**src/rtl/avg_filter_3x3_core.sv**
```systemverilog
// -----------------------------------------------------------------------------
// avg_filter_3x3_core
//
// Purpose:
//   3x3 box (mean) filter for the ball-locator pixel path. Takes the 3x3
//   window from the line-buffer window generator and produces floor(mean of 9)
//   per window in a fixed five-cycle pipeline with no stalls. It also tracks
//   column/row position and flags the two-pixel-deep top/left border, where
//   the window is still incomplete.
//
// Optional feature (macro BINARY_THRESHOLD_EN):
//   When defined, non-border outputs are binarised against i threshold
//   (avg >= threshold -> 8'hFF, else 8'h00) and border pixels output 8'h00.
//   When undefined, dout is the plain average and threshold is unused.
//
// Ports:
//   clk_100M     in   1  system clock
//   rst_p        in   1  asynchronous active-high reset
//   filter_en    in   1  block enable; low flushes the pipeline and counters
//   pix_valid    in   1  pixel strobe (also shift-enables the window generator)
//   frame_start  in   1  one-cycle pulse, clears the position counters
//   p11..p33     in   8  3x3 window, valid the cycle after pix_valid
//   threshold    in   8  binarisation level (BINARY_THRESHOLD_EN only)
//   dout         out  8  filtered pixel, held while dout_valid is low
//   dout_valid   out  1  one strobe per accepted pix_valid, 5 cycles later
//   border_flag  out  1  dout belongs to an incomplete (border) window
// -----------------------------------------------------------------------------
module avg_filter_3x3_core #(
  parameter int          IMG_WIDTH  = 640,
  parameter int          IMG_HEIGHT = 480,
  parameter logic [7:0]  BORDER_VAL = 8'h00
) (
  input  logic        clk_100M,
  input  logic        rst_p,
  input  logic        filter_en,
  input  logic        pix_valid,
  input  logic        frame_start,
  input  logic [7:0]  p11,
  input  logic [7:0]  p12,
  input  logic [7:0]  p13,
  input  logic [7:0]  p21,
  input  logic [7:0]  p22,
  input  logic [7:0]  p23,
  input  logic [7:0]  p31,
  input  logic [7:0]  p32,
  input  logic [7:0]  p33,
  input  logic [7:0]  threshold,
  output logic [7:0]  dout,
  output logic        dout_valid,
  output logic        border_flag
);

  localparam int CW = (IMG_WIDTH  > 1) ? $clog2(IMG_WIDTH)  : 1;
  localparam int RW = (IMG_HEIGHT > 1) ? $clog2(IMG_HEIGHT) : 1;
  localparam logic [CW-1:0] COL_LAST = CW'(IMG_WIDTH - 1);
  localparam logic [RW-1:0] ROW_LAST = RW'(IMG_HEIGHT - 1);
  // 7282/65536 approximates 1/9 closely enough that prod[23:16] is exactly
  // floor(sum/9) over the whole 0..2295 sum range.
  localparam logic [24:0] RECIP9 = 25'd7282;

  function automatic logic [24:0] mul_recip9(input logic [11:0] sum);
    return 25'(sum) * RECIP9;
  endfunction

`ifdef BINARY_THRESHOLD_EN
  function automatic logic [7:0] out_pix(input logic [7:0] avg, input logic bdr,
                                         input logic [7:0] thr);
    if (bdr) return 8'h00;
    return (avg >= thr) ? 8'hFF : 8'h00;
  endfunction
`else
  function automatic logic [7:0] out_pix(input logic [7:0] avg, input logic bdr);
    return bdr ? BORDER_VAL : avg;
  endfunction
`endif

  logic          r_win_stb;
  logic [CW-1:0] r_col_cnt;
  logic [RW-1:0] r_row_cnt;
  logic [CW-1:0] w_col_cur;
  logic [RW-1:0] w_row_cur;
  logic          w_border;

  logic [9:0]    r_rs0_p1, r_rs1_p1, r_rs2_p1;
  logic          r_vld_p1, r_bdr_p1;
  logic [11:0]   r_sum_p2;
  logic          r_vld_p2, r_bdr_p2;
  logic [24:0]   r_prod_p3;
  logic          r_vld_p3, r_bdr_p3;
`ifdef BINARY_THRESHOLD_EN
  logic [7:0]    r_thr_p3;
`endif
  logic          w_unused;

  // frame_start overrides the stored position, so a window arriving in the
  // same cycle is treated as pixel (0,0).
  always_comb begin
    w_col_cur = frame_start ? '0 : r_col_cnt;
    w_row_cur = frame_start ? '0 : r_row_cnt;
    w_border  = (int'(w_col_cur) < 2) || (int'(w_row_cur) < 2);
  end

  // ---- stage 0: window strobe and position counters ----
  always_ff @(posedge clk_100M or posedge rst_p) begin
    if (rst_p) begin
      r_win_stb <= 1'b0;
      r_col_cnt <= '0;
      r_row_cnt <= '0;
    end else if (!filter_en) begin
      r_win_stb <= 1'b0;
      r_col_cnt <= '0;
      r_row_cnt <= '0;
    end else begin
      r_win_stb <= pix_valid;
      if (r_win_stb) begin
        if (w_col_cur == COL_LAST) begin
          r_col_cnt <= '0;
          r_row_cnt <= (w_row_cur == ROW_LAST) ? '0 : w_row_cur + RW'(1);
        end else begin
          r_col_cnt <= w_col_cur + CW'(1);
          r_row_cnt <= w_row_cur;
        end
      end else if (frame_start) begin
        r_col_cnt <= '0;
        r_row_cnt <= '0;
      end
    end
  end

  // ---- stage 1: row sums ----
  always_ff @(posedge clk_100M or posedge rst_p) begin
    if (rst_p) begin
      r_rs0_p1 <= '0;
      r_rs1_p1 <= '0;
      r_rs2_p1 <= '0;
      r_vld_p1 <= 1'b0;
      r_bdr_p1 <= 1'b0;
    end else if (!filter_en) begin
      r_rs0_p1 <= '0;
      r_rs1_p1 <= '0;
      r_rs2_p1 <= '0;
      r_vld_p1 <= 1'b0;
      r_bdr_p1 <= 1'b0;
    end else begin
      r_rs0_p1 <= 10'(p11) + 10'(p12) + 10'(p13);
      r_rs1_p1 <= 10'(p21) + 10'(p22) + 10'(p23);
      r_rs2_p1 <= 10'(p31) + 10'(p32) + 10'(p33);
      r_vld_p1 <= r_win_stb;
      r_bdr_p1 <= w_border;
    end
  end

  // ---- stage 2: total sum ----
  always_ff @(posedge clk_100M or posedge rst_p) begin
    if (rst_p) begin
      r_sum_p2 <= '0;
      r_vld_p2 <= 1'b0;
      r_bdr_p2 <= 1'b0;
    end else if (!filter_en) begin
      r_sum_p2 <= '0;
      r_vld_p2 <= 1'b0;
      r_bdr_p2 <= 1'b0;
    end else begin
      r_sum_p2 <= 12'(r_rs0_p1) + 12'(r_rs1_p1) + 12'(r_rs2_p1);
      r_vld_p2 <= r_vld_p1;
      r_bdr_p2 <= r_bdr_p1;
    end
  end

  // ---- stage 3: multiply by reciprocal of 9 ----
  always_ff @(posedge clk_100M or posedge rst_p) begin
    if (rst_p) begin
      r_prod_p3 <= '0;
      r_vld_p3  <= 1'b0;
      r_bdr_p3  <= 1'b0;
`ifdef BINARY_THRESHOLD_EN
      r_thr_p3  <= '0;
`endif
    end else if (!filter_en) begin
      r_prod_p3 <= '0;
      r_vld_p3  <= 1'b0;
      r_bdr_p3  <= 1'b0;
`ifdef BINARY_THRESHOLD_EN
      r_thr_p3  <= '0;
`endif
    end else begin
      r_prod_p3 <= mul_recip9(r_sum_p2);
      r_vld_p3  <= r_vld_p2;
      r_bdr_p3  <= r_bdr_p2;
`ifdef BINARY_THRESHOLD_EN
      r_thr_p3  <= threshold;
`endif
    end
  end

  // ---- stage 4: output register, holds between strobes ----
  always_ff @(posedge clk_100M or posedge rst_p) begin
    if (rst_p) begin
      dout        <= '0;
      dout_valid  <= 1'b0;
      border_flag <= 1'b0;
    end else if (!filter_en) begin
      dout        <= '0;
      dout_valid  <= 1'b0;
      border_flag <= 1'b0;
    end else begin
      dout_valid <= r_vld_p3;
      if (r_vld_p3) begin
`ifdef BINARY_THRESHOLD_EN
        dout <= out_pix(r_prod_p3[23:16], r_bdr_p3, r_thr_p3);
`else
        dout <= out_pix(r_prod_p3[23:16], r_bdr_p3);
`endif
        border_flag <= r_bdr_p3;
      end
    end
  end

  // Product bits outside [23:16] (and threshold in the plain build) carry no
  // information for the output.
`ifdef BINARY_THRESHOLD_EN
  assign w_unused = ^{r_prod_p3[24], r_prod_p3[15:0]};
`else
  assign w_unused = ^{threshold, r_prod_p3[24], r_prod_p3[15:0]};
`endif

endmodule

```
**config.mk**
```make
export PLATFORM = sky130hd
export DESIGN_NAME = avg_filter_3x3_core
export DESIGN_NICKNAME = d
export VERILOG_FILES = /design/src/rtl/avg_filter_3x3_core.sv
export SDC_FILE = /design/constraint.sdc
export NUM_CORES = 1
export LEC_CHECK = 0
export ABC_AREA = 0
export BUFFER_PORTS_ARGS = -buffer_cell sky130_fd_sc_hd__buf_4
export CELL_PAD_IN_SITES_DETAIL_PLACEMENT = 2
export CELL_PAD_IN_SITES_GLOBAL_PLACEMENT = 2
export CORE_ASPECT_RATIO = 0.5
export CORE_MARGIN = 8
export CORE_UTILIZATION = 40
export CTS_BUF_LIST = sky130_fd_sc_hd__clkbuf_4 sky130_fd_sc_hd__clkbuf_8 sky130_fd_sc_hd__clkbuf_16
export CTS_CLUSTER_SIZE = 24
export DETAILED_ROUTE_END_ITERATION = 12
export PLACE_DENSITY = 0.83
export SLEW_MARGIN = 0
export SYNTH_ARGS = -nofsm -noshare
export SYNTH_HDL_FRONTEND = slang
export SYNTH_SLANG_ARGS = --single-unit
```
**constraint.sdc**
```tcl
create_clock -name clk_100M -period 11.4 [get_ports clk_100M]
set_input_delay 0.57 -clock clk_100M [delete_from_list [all_inputs] [get_ports clk_100M]]
set_output_delay 0.57 -clock clk_100M [all_outputs]
set_load 0.01 [all_outputs]
```
==> flow_metrics.py, run 1 <==
metrics = {
    "cts": {
        "cts_resized": 0,
        "holdBufCountCts": 0,
        "cts_made_buffers": 9,
        "clkLatencyLatePin_ps": 350,
        "clockBufferDepth": 2,
        "path_clk_slew_ps": 80,
        "root_buffer": "clkbuf_16",
        "cts_tree": "done",
        "htreeDepth": 3,
        "numClockSinks": 86,
        "post_cts_buffers": 0,
    },
    "drt": {
        "routed_via_density": 5.37,
        "routedWlPerCell_um": 23.4,
        "drtPass1Iterations": 4,
        "final_antenna_net_count": 0,
        "drc": 0,
        "wl_um": 23700,
        "vias": 5445,
        "drtIter0Drc": 234,
    },
    "floorplanning": {
        "start_util": 0.403,
        "core_area_um2": 18200,
        "die_y_um": 112,
        "rows": 35,
        "ioPinCount": 95,
        "fp.dieW_um": 207,
        "dieArea_um2": 23200,
    },
    "setup_path": {
        "start_kind": "flip-flop",
        "critPathTopFamily": "adder cells",
        "rrSetupSlack_ps": 6400,
        "r2r-end": "r_prod_p3[21]",
        "cpPeakStageDelay_ps": 580,
        "cp_max_fo": 5,
        "crit_type": "reg -> reg",
        "rr_worst_depth": 16,
        "cp.buffers_inverters": 4,
        "cp_common_cell": "inv_1",
        "cp-end-kind": "flip-flop",
        "crit_required_ps": 11630,
        "critPathSlowestCell": "fa_1",
        "worstPathArrival_ps": 5230,
        "r2r_start": "r_sum_p2[9]",
        "cp_cell_sequence": "inv_1 > fa_1 > inv_1 > ha_1 > inv_1 > fa_1 > inv_1 > fa_1 > ha_1 > ha_1 > a21oi_1 > o21ai_0 > a22o_1 > a21oi_1 > nor2_1 > a211o_1",
    },
    "synth": {
        "synth_warnings": 0,
        "synth_top_area_frac": 0.294,
        "synth_top_flop_cell": "dfrtp_1",
        "ys_ff_latch": 86,
        "synth_nets": 936,
        "synth.cell_area_um2": 7330,
        "yosysTopAreaCell": "dfrtp_1",
        "syn_area_per_cell_um2": 10.7,
        "synth_edf_count": 0,
        "seq_area_frac_synth": 0.294,
        "syn_inst": 686,
        "yosys.cell_types.count": 55,
        "synth-async-reset-ratio": 1.00,
        "synthTopCellsByArea": "dfrtp_1 (29%), fa_1 (18%), ha_1 (17%)",
    },
    "place": {
        "dp.cells": 998,
        "gp_congestion": 0.859,
        "numPortBuffers": 86,
        "dp_hpwl_um": 16600,
    },
    "timing": {
        "hold_ws_ps": 296,
        "rsz0062_at_grt": "no",
        "slew_violations": 0,
        "skew_ps": 13.3,
        "final.setup.tns_ps": 0,
        "setup_viol": 0,
        "hold_viol": 0,
        "max_freq_mhz": 200,
        "min_period_over_period": 0.438,
        "worst_slew_pin_slew_ps": 796,
        "slew_headroom": 0.469,
        "post-route-min-period_ps": 5000,
    },
    "final_layout": {
        "fin_util": 0.471,
        "antenna_cells": 0,
        "layout-drive-gt1-share": 0.155,
        "nets": 1019,
        "area_growth_pct": 16.8,
        "stdcell_count": 1014,
    },
    "global_routing": {
        "grt_pass1_vias": 6563,
        "grtUsageMet1": 0.240,
        "grt_overflow_total": 0,
        "antenna_found_initial": 0,
        "grt_busiest_layer": "met2",
        "grt_pass1_wl_um": 38000,
        "grt_usage": 0.209,
        "grt_max_degree": 86,
        "use_met3": 0.0303,
        "grt_use_met2": 0.396,
    },
    "status": {
        "outcome": "finished clean",
    },
    "run": {
        "drv_cap": 0,
    },
    "min_path": {
        "hold_path.class": "in -> async",
    },
    "power_and_ir_drop": {
        "leakage_uw": 0.00437,
        "p_per_area_nw_per_um2": 300,
        "vdd_ir_drop_max_mv": 0.136,
    },
}
[cells by family (layout without fill, tap and decap cells)]
logic type	count (synthesis)	count (layout)	synth area share
fa+ha+maj	165	165	0.350
simple gates	203	203	0.161
buf+inv	80	168	0.0432
compound gates	106	106	0.0956
flops	86	86	0.294
xor+xnor	36	36	0.0430
mux	10	10	0.0138
[cell type report]
type                    count  area [µm²]
inverters                  65         245
repair buffers             87         653
fillers                  1851        9610
multi-input cells         520        4860
flip-flops and latches     86        2150
clock buffers               9         225
clock inverters             7         125
well taps                 240         300
[routing by layer]
layer	up-vias	wire, µm
met4	0	582
met3	39	441
met2	68	12900
li1	2478	-
met1	2860	9750
met5	-	0
[metrics by stage]
step | cell area (µm²) | setup WS [ps] | total power [µW]
5_1_grt | 8560 | 6180 | 2830
6_report | 8560 | 6400 | 2570
4_1_cts | 8560 | 6440 | 2610
2_1_floorplan | 7330 | 7170 | 1610
3_3_place_gp | 8210 | 6760 | 1970
3_5_place_dp | 8210 | 6610 | 2160
[where the power goes]
group | switching (µW) | leakage (µW) | total, µW | internal [µW]
Sequential | 51.3 | 0.00115 | 405 | 354
Clock | 143 | 0.000171 | 360 | 217
Combinational | 1060 | 0.00305 | 1800 | 748
Total | 1250 | 0.00437 | 2570 | 1320
[flip-flops by register name (all words and copies together), names as in the netlist, 8 cells and up]
signal and cells:
r_col_cnt 10, r_sum_p2 12, dout 8, r_rs0_p1 10
r_rs1_p1 10, r_row_cnt 9, r_prod_p3 8, r_rs2_p1 10
[synthesized netlist by cell type, types with 3 or more instances]
cell type and count:
a2111oi_0 3, a211o_1 3, a211oi_1 3, a21boi_0 9, a21o_1 18, a21oi_1 33, a31oi_1 5, and2_1 48
and3_1 11, clkbuf_1 12, dfrtp_1 86, fa_1 67, ha_1 98, inv_1 65, mux2i_1 9, nand2_1 24
nand2b_1 19, nand3_1 9, nand3b_1 9, nand4_1 5, nor2_1 23, nor2b_1 17, nor3_1 12, nor4_1 5
o21a_1 4, o21ai_0 10, o21bai_1 8, or2_2 6, xnor2_1 23, xor2_1 13
[cells in the final DEF (no fill, tap or decap), types with 10 or more instances in the layout]
cell type,instances
inv_1,64
fa_1,67
a21oi_1,33
xnor2_1,23
and3_1,11
o21ai_0,10
dfrtp_1,86
nand2b_1,19
a21o_1,18
nor2_1,23
nor2b_1,17
xor2_1,13
buf_4,87
ha_1,98
nand2_1,24
nor3_1,12
and2_1,48
[how the worst max path moves through the flow]
stage | from | endpoint | slack, ps | cells after the start
6_report | r_sum_p2[9] | r_prod_p3[21] | 6400 | 16
5_1_grt | r_sum_p2[9] | r_prod_p3[21] | 6180 | 16
4_1_cts | r_sum_p2[9] | r_prod_p3[21] | 6440 | 16
3_5_place_dp | r_sum_p2[9] | r_prod_p3[21] | 6610 | 16
3_3_place_gp | r_sum_p2[7] | r_prod_p3[21] | 6760 | 16
2_1_floorplan | r_sum_p2[7] | r_prod_p3[21] | 7170 | 16
No activity file was read; power rests on OpenSTA's default activity.
==> inputs of run 2 (changes only) <==
ABC_AREA = 1   (was 0)
CORE_UTILIZATION = 36   (was 40)
PLACE_DENSITY = 0.8   (was 0.83)
clock period = 4.95 ns   (was 11.4 ns; I/O delays follow)
==> flow_metrics.py, run 2 <==
metrics = {
    "place": {
        "gp_congestion": 0.846,
        "post-place-ws_ps": 419,
        "dp_hpwl_um": 18600,
        "numPortBuffers": 86,
    },
    "timing": {
        "final.setup.tns_ps": 0,
        "worst_slew_pin_slew_ps": 962,
        "post-route-min-period_ps": 4530,
        "skew_ps": 4.15,
        "setup_viol": 0,
        "min_period_over_period": 0.915,
        "setup_ws_ps": 419,
        "slew_violations": 0,
        "hold_viol": 0,
        "slew_headroom": 0.359,
        "rsz0062_at_grt": "no",
        "max_freq_mhz": 221,
    },
    "setup_path": {
        "cp_cell_sequence": "fa_1 > ha_1 > inv_1 > fa_1 > inv_1 > fa_1 > inv_1 > fa_1 > inv_1 > ha_1 > nand2_1 > inv_1 > a21boi_0 > nor2_1 > nor2_1 > nand3_1 > nand2_1 > nor2_1",
        "cp.buffers_inverters": 5,
        "endpoint": "r_prod_p3[19]",
        "crit_type": "reg -> reg",
        "crit_cells": 18,
        "start_kind": "flip-flop",
        "crit_required_ps": 5190,
        "cp_max_fo": 5,
        "r2r-end": "r_prod_p3[19]",
        "cp_common_cell": "inv_1",
        "critPathTopFamily": "adder cells",
        "worstPathArrival_ps": 4770,
        "critPathSlowestCell": "fa_1",
        "rrSetupSlack_ps": 420,
        "startpoint": "r_sum_p2[7]",
        "cpPeakStageDelay_ps": 550,
        "r2r_start": "r_sum_p2[7]",
        "rr_worst_depth": 18,
        "cp-end-kind": "flip-flop",
    },
    "synth": {
        "syn_inst": 875,
        "synthTopCellsByArea": "dfrtp_1 (29%), fa_1 (18%), ha_1 (16%)",
        "seq_area_frac_synth": 0.285,
        "synth_warnings": 0,
        "synth_commonest_cells": "inv_1 (150), nand2_1 (145), ha_1 (98)",
        "synth_edf_count": 0,
        "synth_nets": 1125,
        "yosys.cell_types.count": 39,
        "synth_top_flop_cell": "dfrtp_1",
        "synth-async-reset-ratio": 1.00,
        "synth_top_area_frac": 0.285,
        "synth.cell_area_um2": 7540,
        "yosysTopAreaCell": "dfrtp_1",
        "ys_ff_latch": 86,
        "syn_area_per_cell_um2": 8.62,
        "synth.most_common_cell": "inv_1",
    },
    "cts": {
        "numClockSinks": 86,
        "cts_made_buffers": 9,
        "clockBufferDepth": 2,
        "path_clk_slew_ps": 60,
        "clkLatencyLatePin_ps": 350,
        "htreeDepth": 3,
        "root_buffer": "clkbuf_16",
        "cts_tree": "done",
        "cts_resized": 0,
    },
    "drt": {
        "drtIter0Drc": 218,
        "vias": 6215,
        "drc": 0,
        "drtPass1Iterations": 4,
        "wl_um": 22700,
        "final_antenna_net_count": 0,
        "routed_via_density": 5.01,
        "routedWlPerCell_um": 18.3,
    },
    "final_layout": {
        "layout_commonest_cell": "inv_1",
        "fin_util": 0.426,
        "largest_register": "r_sum_p2",
        "area_growth_pct": 16.2,
        "nets": 1214,
        "antenna_cells": 0,
        "layout_common_cells": "inv_1 (149), nand2_1 (145), ha_1 (98), buf_4 (87), dfrtp_1 (86)",
        "layout-drive-gt1-share": 0.130,
        "largest_register_ffs": 12,
    },
    "power_and_ir_drop": {
        "p_per_area_nw_per_um2": 769,
        "leakage_uw": 0.00470,
        "p_sw_uw": 3710,
        "clock_power_share": 0.093,
        "vdd_ir_drop_max_mv": 0.400,
        "p_sw_frac": 0.550,
        "p_seq_frac": 0.138,
        "p_comb_frac": 0.769,
        "internal-power_uw": 3030,
    },
    "floorplanning": {
        "die_y_um": 118,
        "dieArea_um2": 26100,
        "ioPinCount": 95,
        "rows": 37,
        "fp.dieW_um": 221,
        "start_util": 0.367,
        "core_area_um2": 20600,
    },
    "global_routing": {
        "grt_pass1_vias": 7428,
        "grt_usage": 0.183,
        "grt_max_degree": 73,
        "grt_pass1_wl_um": 38300,
        "grt_overflow_total": 0,
        "antenna_found_initial": 0,
    },
    "status": {
        "outcome": "finished clean",
    },
    "min_path": {
        "hold_path.class": "in -> reg",
    },
    "run": {
        "drv_cap": 0,
    },
}
==> run 2: repair_timing <==
action,CTS,global route
setup endpoints to repair,0,0
buffers inserted,0,0
hold buffers,1,0
endpoints found under the hold margin,14,0
==> run 2: area by class of cell <==
class | instances | area (µm²)
Sequential cell | 86 | 2150
Clock buffer | 11 | 240
Timing Repair Buffer | 88 | 663
Fill cell | 2366 | 11800
Inverter | 157 | 591
Multi-Input combinational cell | 622 | 4750
Tap cell | 273 | 342
Clock inverter | 4 | 25.0
==> run 2: how the worst min path moves through the flow <==
| stage | from | to | slack [ps] | cells after the start |
|---|---|---|---|---|
| after detailed placement | rst_p | dout[2] | 200 | 2 |
| after global routing | pix_valid | r_win_stb | 100 | 3 |
| after floorplan | pix_valid | r_win_stb | 350 | 2 |
| final | pix_valid | r_win_stb | 90 | 3 |
| after CTS | pix_valid | r_win_stb | 70 | 3 |
| after global placement | rst_p | dout_valid | 190 | 2 |
==> run 2: cells by family after synthesis <==
group / share of synthesized area
AOI/OAI and AO/OA: 0.0988
buffers and inverters: 0.0848
xor gates and xnor gates: 0.0128
DFF: 0.285
and+or+nand+nor: 0.178
adders and majority gates: 0.341
==> run 2: metrics by stage <==
step | hold slack, ps | cells | power (µW) | cell area, µm²
6_report | 85.2 | 1241 | 6730 | 8760
5_1_grt | 101 | 1241 | 7640 | 8760
4_1_cts | 74.7 | 1241 | 6850 | 8760
3_5_place_dp | 202 | 1225 | 6130 | 8480
3_3_place_gp | 189 | 1225 | 5770 | 8480
2_1_floorplan | 351 | 875 | 4570 | 7540
==> run 2: metal layers <==
metal	part of all wire	vias to the layer above	global-route usage
met4	0.014	0	0.0386
li1	-	2971	-
met1	0.44	3160	0.220
met5	0	-	0
met2	0.52	59	0.340
met3	0.021	25	0.0300
==> run 2: power by group through the flow <==
stage | clock, µW | sequential [µW] | combinational [µW]
final | 629 | 930 | 5180
after global routing | 671 | 944 | 6030
after CTS | 648 | 931 | 5270
after detailed placement | 0 | 941 | 5180
after global placement | 0 | 937 | 4840
after floorplan | 0 | 895 | 3670
==> run 2: tightest hold or removal path: cells and delay by family <==
family	cells	cell delay (ps)
simple gates	1	40
buf+inv	2	120
==> inputs of run 3 (changes only) <==
CTS_BUF_LIST = default   (was sky130_fd_sc_hd__clkbuf_4 sky130_fd_sc_hd__clkbuf_8 sky130_fd_sc_hd__clkbuf_16)
==> flow_metrics.py, run 3 (synthesis results as in run 2) <==
metrics = {
    "run": {
        "drv_cap": 0,
    },
    "floorplanning": {
        "start_util": 0.367,
        "rows": 37,
        "dieArea_um2": 26100,
        "die_y_um": 118,
        "core_area_um2": 20600,
        "fp.dieW_um": 221,
        "ioPinCount": 95,
    },
    "timing": {
        "skew_ps": 4.99,
        "rsz0062_at_grt": "no",
        "worst_slew_pin_slew_ps": 956,
        "slew_headroom": 0.363,
        "setup_viol": 0,
        "final.setup.tns_ps": 0,
        "min_period_over_period": 0.915,
        "max_freq_mhz": 221,
        "slew_violations": 0,
        "post-route-min-period_ps": 4530,
        "setup_ws_ps": 421,
        "hold_viol": 0,
    },
    "cts": {
        "cts_made_buffers": 9,
        "cts_tree": "done",
        "htreeDepth": 3,
        "holdBufCountCts": 1,
        "root_buffer": "clkbuf_16",
        "cts_resized": 0,
        "clockBufferDepth": 2,
        "path_clk_slew_ps": 60,
        "post_cts_buffers": 0,
        "clkLatencyLatePin_ps": 350,
        "numClockSinks": 86,
    },
    "final_layout": {
        "largest_register": "r_sum_p2",
        "area_growth_pct": 16.1,
        "layout-drive-gt1-share": 0.128,
        "nets": 1214,
        "layout_commonest_cell": "inv_1",
        "largest_register_ffs": 12,
        "stdcell_count": 1241,
        "layout_common_cells": "inv_1 (149), nand2_1 (145), ha_1 (98), buf_4 (87), dfrtp_1 (86)",
        "design_area_um2": 8750,
        "antenna_cells": 0,
    },
    "setup_path": {
        "r2r-end": "r_prod_p3[19]",
        "r2r_start": "r_sum_p2[7]",
        "startpoint": "r_sum_p2[7]",
        "cp_max_fo": 5,
        "crit_required_ps": 5190,
        "crit_type": "reg -> reg",
        "rr_worst_depth": 18,
        "rrSetupSlack_ps": 420,
        "endpoint": "r_prod_p3[19]",
        "worstPathArrival_ps": 4770,
        "start_kind": "flip-flop",
        "cp-end-kind": "flip-flop",
    },
    "power_and_ir_drop": {
        "leakage_uw": 0.00469,
        "clock_power_share": 0.092,
        "internal-power_uw": 3020,
        "p_sw_uw": 3700,
        "p_seq_frac": 0.138,
        "p_comb_frac": 0.770,
        "p_sw_frac": 0.551,
        "p_per_area_nw_per_um2": 767,
        "vdd_ir_drop_max_mv": 0.398,
        "total_power_uw": 6720,
    },
    "global_routing": {
        "grt_overflow_total": 0,
        "grt_usage": 0.182,
        "grt_pass1_wl_um": 38200,
        "grt_max_degree": 73,
        "grt_pass1_vias": 7409,
        "antenna_found_initial": 0,
    },
    "min_path": {
        "hold_path.class": "in -> reg",
        "hold_depth": 3,
    },
    "drt": {
        "vias": 6228,
        "final_antenna_net_count": 0,
        "drc": 0,
        "wl_um": 22500,
        "drtPass1Iterations": 5,
        "drtIter0Drc": 202,
        "routedWlPerCell_um": 18.2,
        "routed_via_density": 5.02,
    },
    "place": {
        "gp_congestion": 0.846,
        "dp_hpwl_um": 18600,
        "post-place-ws_ps": 419,
        "dp.cells": 1225,
        "numPortBuffers": 86,
        "dpl_cell_area_um2": 8480,
    },
    "status": {
        "outcome": "finished clean",
    },
}
==> run 3: cell counts in the layout (fill, tap and decap cells not counted) <==
No cell type changed its count.
==> run 3: worst min-delay path by stage <==
stage	from	end	slack [ps]
after global placement	rst_p	dout_valid	190
after floorplan	pix_valid	r_win_stb	350
after global routing	pix_valid	r_win_stb	100
final	pix_valid	r_win_stb	90
after CTS	pix_valid	r_win_stb	80
after detailed placement	rst_p	dout[2]	200
==> run 3: area by class of cell <==
| cell class | instances | area [µm²] |
|---|---|---|
| Tap cell | 273 | 342 |
| Clock inverter | 4 | 25.0 |
| Clock buffer | 11 | 233 |
| Sequential cell | 86 | 2150 |
| Timing Repair Buffer | 88 | 663 |
| Inverter | 157 | 591 |
| Multi-Input combinational cell | 622 | 4750 |
| Fill cell | 2356 | 11800 |
==> run 3: stage by stage <==
stage,util,hold WS [ps]
after floorplan,-,351
after global placement,0.413,189
after detailed placement,0.413,202
after CTS,0.426,78.3
after global routing,0.426,100
final,0.426,85.5
==> run 3: routing by layer <==
| layer | vias to the layer above | global-route usage | part of all wire |
|---|---|---|---|
| li1 | 2973 | - | - |
| met1 | 3155 | 0.219 | 0.44 |
| met2 | 72 | 0.335 | 0.52 |
| met3 | 28 | 0.0311 | 0.025 |
| met4 | 0 | 0.0439 | 0.017 |
| met5 | - | 0 | 0 |
==> run 3: critical path: stages, from the launching register on <==
cell and delay, ps:
dfrtp_1 500, fa_1 540, ha_1 340, inv_1 80, fa_1 540, inv_1 60
fa_1 520, inv_1 70, fa_1 550, inv_1 50, ha_1 320, nand2_1 150
inv_1 50, a21boi_0 220, nor2_1 80, nor2_1 130, nand3_1 90, nand2_1 70
nor2_1 60
==> run 3: power by group through the flow <==
stage	registers (µW)	logic, µW	clock network [µW]
2_1_floorplan	895	3670	0
3_3_place_gp	937	4840	0
3_5_place_dp	941	5180	0
4_1_cts	931	5270	636
5_1_grt	944	6030	663
6_report	929	5170	618
